--- src/rtl/irq_ctrl_sv.sv ---
// irq_ctrl_sv: AXI4-Lite interrupt controller merging NUM_SOURCES lines into one registered irq.
// Optional IRQ_EDGE_EN selects rising-edge capture instead of level-sensitive pending bits.
module irq_ctrl_sv #(
  parameter int C_S_AXI_ADDR_WIDTH = 5,
  parameter int NUM_SOURCES = 4
) (
  input  logic                          s_axi_aclk,
  input  logic                          s_axi_areset,
  input  logic                          s_axi_awvalid,
  output logic                          s_axi_awready,
  input  logic [C_S_AXI_ADDR_WIDTH-1:0] s_axi_awaddr,
  input  logic [2:0]                    s_axi_awprot,
  input  logic                          s_axi_wvalid,
  output logic                          s_axi_wready,
  input  logic [31:0]                   s_axi_wdata,
  input  logic [3:0]                    s_axi_wstrb,
  output logic                          s_axi_bvalid,
  input  logic                          s_axi_bready,
  output logic [1:0]                    s_axi_bresp,
  input  logic                          s_axi_arvalid,
  output logic                          s_axi_arready,
  input  logic [C_S_AXI_ADDR_WIDTH-1:0] s_axi_araddr,
  input  logic [2:0]                    s_axi_arprot,
  output logic [31:0]                   s_axi_rdata,
  output logic [1:0]                    s_axi_rresp,
  output logic                          s_axi_rvalid,
  input  logic                          s_axi_rready,
  input  logic [NUM_SOURCES-1:0]        irq_src,
  output logic                          irq
);
  localparam logic [31:0] SRC_MASK = 32'hFFFF_FFFF >> (32 - NUM_SOURCES);
  typedef enum logic {W_IDLE, W_RESP} w_state_t;
  typedef enum logic {R_IDLE, R_DATA} r_state_t;
  w_state_t w_state, w_next;
  r_state_t r_state, r_next;
  logic [31:0] isr, ier, ipr, ivr, rd_val, bmask, wr_val, set, clr;
  logic [2:0] waddr, raddr;
  logic mer, wr_en, rd_en;
  logic unused_ok;
`ifdef IRQ_EDGE_EN
  logic [NUM_SOURCES-1:0] src_q;
  assign set = 32'(irq_src & ~src_q);
`else
  assign set = 32'(irq_src);
`endif
  assign waddr = s_axi_awaddr[4:2];
  assign raddr = s_axi_araddr[4:2];
  assign bmask = {{8{s_axi_wstrb[3]}}, {8{s_axi_wstrb[2]}}, {8{s_axi_wstrb[1]}}, {8{s_axi_wstrb[0]}}};
  assign wr_val = s_axi_wdata & bmask;
  assign ipr = isr & ier;
  assign s_axi_awready = wr_en;
  assign s_axi_wready = wr_en;
  assign s_axi_arready = rd_en;
  assign s_axi_bvalid = w_state == W_RESP;
  assign s_axi_rvalid = r_state == R_DATA;
  assign s_axi_bresp = 2'b00;
  assign s_axi_rresp = 2'b00;
  assign unused_ok = &{1'b0, s_axi_awprot, s_axi_arprot, s_axi_awaddr, s_axi_araddr};
  always_comb begin
    wr_en = (w_state == W_IDLE) & s_axi_awvalid & s_axi_wvalid & ~s_axi_areset;
    rd_en = (r_state == R_IDLE) & s_axi_arvalid & ~s_axi_areset;
    w_next = wr_en ? W_RESP : (w_state == W_RESP && s_axi_bready) ? W_IDLE : w_state;
    r_next = rd_en ? R_DATA : (r_state == R_DATA && s_axi_rready) ? R_IDLE : r_state;
    clr = (wr_en && waddr == 3'd2) ? wr_val & SRC_MASK : '0;
    ivr = '1;
    for (int i = NUM_SOURCES - 1; i >= 0; i--)
      if (ipr[i]) ivr = 32'(i);
    rd_val = raddr == 3'd0 ? isr :
             raddr == 3'd1 ? ier :
             raddr == 3'd3 ? {31'b0, mer} :
             raddr == 3'd4 ? ipr :
             raddr == 3'd5 ? ivr : '0;
  end
  always_ff @(posedge s_axi_aclk) begin
    if (s_axi_areset) begin
      w_state <= W_IDLE;
      r_state <= R_IDLE;
      isr <= '0;
      ier <= '0;
      mer <= 1'b0;
      irq <= 1'b0;
      s_axi_rdata <= '0;
`ifdef IRQ_EDGE_EN
      src_q <= '0;
`endif
    end else begin
      w_state <= w_next;
      r_state <= r_next;
      // set is ORed after the clear so a same-cycle set wins
      isr <= (isr & ~clr) | set;
      if (wr_en && waddr == 3'd1) ier <= ((ier & ~bmask) | wr_val) & SRC_MASK;
      if (wr_en && waddr == 3'd3 && s_axi_wstrb[0]) mer <= s_axi_wdata[0];
      irq <= mer & |ipr;
      if (rd_en) s_axi_rdata <= rd_val;
`ifdef IRQ_EDGE_EN
      src_q <= irq_src;
`endif
    end
  end
endmodule

--- config.mk ---
export PLATFORM = sky130hd
export DESIGN_NAME = irq_ctrl_sv
export DESIGN_NICKNAME = d
export VERILOG_FILES = /design/src/rtl/irq_ctrl_sv.sv
export SDC_FILE = /design/constraint.sdc
export NUM_CORES = 1
export LEC_CHECK = 0
export BUFFER_PORTS_ARGS = -buffer_cell sky130_fd_sc_hd__buf_2
export CORE_MARGIN = 1.5
export CORE_UTILIZATION = 32
export DETAILED_ROUTE_END_ITERATION = 12
export GPL_TIMING_DRIVEN = 1
export PLACE_DENSITY = 0.76
export SYNTH_ARGS = -nofsm -noshare
export SYNTH_HDL_FRONTEND = slang
export SYNTH_SLANG_ARGS = --single-unit
--- constraint.sdc ---
create_clock -name s_axi_aclk -period 1.16 [get_ports s_axi_aclk]
set_input_delay 0.116 -clock s_axi_aclk [delete_from_list [all_inputs] [get_ports s_axi_aclk]]
set_output_delay 0.116 -clock s_axi_aclk [all_outputs]
set_load 0.1 [all_outputs]
==> out/metrics.yaml <==
status:
  status: "finished with violations"
  failed_checks: "negative setup slack"
logic_synthesis:
  avgSynthCellArea_um2: 8.128
  synth.largest_area_cell: "dfxtp_1"
  netlist_area_mm2: 0.001065
  synth-seq-cells: 17
  synthTopCellsByArea: "dfxtp_1, buf_4, nor2_1, mux2i_1, a211oi_1"
  ys.warnings.count: 0
  synth.distinct_cells: 30
  syn_inst: 131
  yosys.area.top_type_share: 0.3196
  synth_seq_area_share: 0.3196
power:
  power_mw: 1.714
  p_switching_mw: 0.7028
  p_clk_frac: 0.189
  peakVddDrop_uv: 636.5
  p_int_mw: 1.012
  leakage_nw: 0.8975
  power.share.switching: 0.4099
  share_comb_of_total_power: 0.444
  power_density_mw_per_mm2: 818.1
  seqPwrFrac: 0.367
critical_path:
  path_delay_family: "simple AND/OR/NAND/NOR gates"
  cp.arrival_ns: 1.38
  cp.buffers_inverters: 3
  criticalPathCategory: "flip-flop to output port"
  setup.worst_path.start_class: "flip-flop"
  cp_cell_sequence: "or3b_4 > inv_8 > buf_6 > buf_12"
  critical_path.max_stage_delay_ns: 0.41
  worstPathRequired_ns: 1.04
  cp-end-kind: "output port"
  cp_max_fo: 2
  cp_slowest_cell: "or3b_4"
clocking:
  cts_sinks: 17
  cts_tree: "built"
  cts-root-buf: "clkbuf_4"
  cts.clk_slew.worst_paths_ns: 0.10
  htreeDepth: 1
  cts_made_buffers: 3
  clock_latency_ns: 0.29
  cts_buffer_depth: 2
grt:
  grtUsageTotal: 0.1683
  overflow: 0
  grt_pass1_vias: 998
  grt_pass1_wl_um: 4602
  antenna_found_initial: 0
  grt_max_degree: 14
layout:
  drive_above_1_share: 0.5385
  antenna_cells: 0
  nNetsFinal: 246
  syn_to_final_growth_pct: 96.83
  fin_area_mm2: 0.002096
placed_design:
  io_buffers: 59
  place_area_mm2: 0.001886
  place_hpwl_um: 2192
  place_ws_ns: -0.2176
  gp_congestion: 0.8641
route:
  dr.pass1.iters: 4
  viasPerCell: 4.739
  drtIter0Drc: 39
  wire_per_inst_um: 13.38
  drc_errors: 0
  routed_wl_um: 3025
  vias: 1071
  ant_nets: 0
timing:
  max_freq_mhz: 670.3
  postLayoutSetupSlackWorst_ns: -0.3319
  finalCritPeriodShare: 1.286
  layout_min_cycle_time_ns: 1.492
  finClkSkew_ns: 0.004696
  fin_setup_tns_ns: -4.582
  slew_headroom: 0.6151
  worstMarginPinSlew_ns: 0.5696
  drv_slew: 0
  setup-violations-final: 45
  timing.final.hold_violations: 0
  rsz0062_at_grt: "yes"
floorplan:
  dieArea_mm2: 0.003683
  fp.dieW_um: 60.69
  num_rows: 20
  start_util: 0.3431
  core-area_mm2: 0.003103
  die_y_um: 60.69
  io_pins: 105
run:
  cap_violations: 0
min_path:
  worstHoldPathType: "input pin to flip-flop"
==> placed cells by master (no fill, tap or decap), types with 4 or more instances in the layout <==
master / count
buf_12: 35
nor3_1: 4
nor2_1: 16
buf_16: 6
buf_2: 21
clkbuf_4: 4
conb_1: 4
nand2_1: 7
a211oi_1: 4
buf_4: 13
mux2i_1: 5
dfxtp_1: 14
o21ai_1: 4
==> worst register-to-register path, stage by stage (launching register included) <==
cell and delay (ns):
dfxtp_4 0.37, nor4bb_4 0.27, buf_4 0.16, buf_4 0.13, nand4_4 0.13, mux2i_1 0.21
nor2_1 0.05
==> worst paths after layout <==
kind                       start        endpoint  slack, ns  cells after the start
setup / recovery    s_axi_rvalid   s_axi_arready      -0.33                      4
hold reg to reg   s_axi_rdata[2]  s_axi_rdata[2]       0.49                      2
setup reg to reg    s_axi_bvalid       flip-flop      -0.25                      6
hold / removal        irq_src[3]          isr[3]       0.06                      3
==> cell families (layout without fill, tap and decap cells) <==
logic type,after synthesis,in the layout,synth area share
simple gates,44,44,0.2233
buf+inv,40,88,0.2550
compound gates,23,23,0.1434
flops,17,17,0.3196
mux,5,5,0.04701
other cells,1,4,0.003522
xor+xnor,1,1,0.008227
==> synthesized netlist by cell type <==
cell / n
a211oi_1: 4
a21o_1: 1
a21oi_1: 4
a22o_1: 3
buf_2: 1
buf_4: 32
clkbuf_1: 3
conb_1: 1
dfxtp_1: 17
inv_1: 3
inv_2: 1
mux2i_1: 5
nand2_1: 8
nand3_1: 4
nand4_1: 1
nand4_4: 1
nor2_1: 16
nor2_2: 1
nor2b_1: 2
nor3_1: 4
nor3b_1: 4
nor4bb_1: 2
o21ai_0: 3
o21ai_1: 4
o221ai_1: 1
o31a_1: 1
o31ai_1: 1
o32ai_1: 1
or3b_4: 1
xnor2_1: 1
==> power by group through the flow <==
stage | Combinational [mW] | Clock [mW] | Sequential [mW]
final | 0.761 | 0.325 | 0.629
after detailed placement | 0.713 | 0 | 0.638
after global routing | 0.788 | 0.359 | 0.631
after floorplan | 0.389 | 0 | 0.724
after global placement | 0.705 | 0 | 0.637
after CTS | 0.751 | 0.327 | 0.627
==> layout make-up <==
type	instances	area, um2
clock buffer	4	26.28
fill	227	1007
inverter	4	22.52
multi-input combinational	77	520.5
sequential	17	351.6
tap	44	55.05
timing repair buffer	80	1120
==> metrics by stage <==
stage | util | hold slack, ns | cells
finish | 0.6754 | 0.05918 | 226
floorplan | - | 0.1921 | 134
global placement | 0.6077 | 0.2889 | 215
detailed placement | 0.6077 | 0.2895 | 215
global route | 0.6754 | 0.04677 | 226
CTS | 0.6706 | 0.03492 | 227
==> layer usage <==
metal	vias up	GRT usage	routed length, um
li1	524	-	-
met1	492	0.1753	1069
met2	53	0.3472	1729
met3	2	0.02985	207
met4	0	0.02795	19
met5	-	0	0
==> what timing repair did <==
action | CTS | global route
pin swaps | 2 | 4
gates resized for setup | 15 | 15
endpoints found under the setup margin | 45 | 46
gates cloned | 2 | 0
hold buffers | 1 | 0
hold endpoints to repair | 1 | 0
buffers inserted | 5 | 3
(Power assumes the default switching activity.)
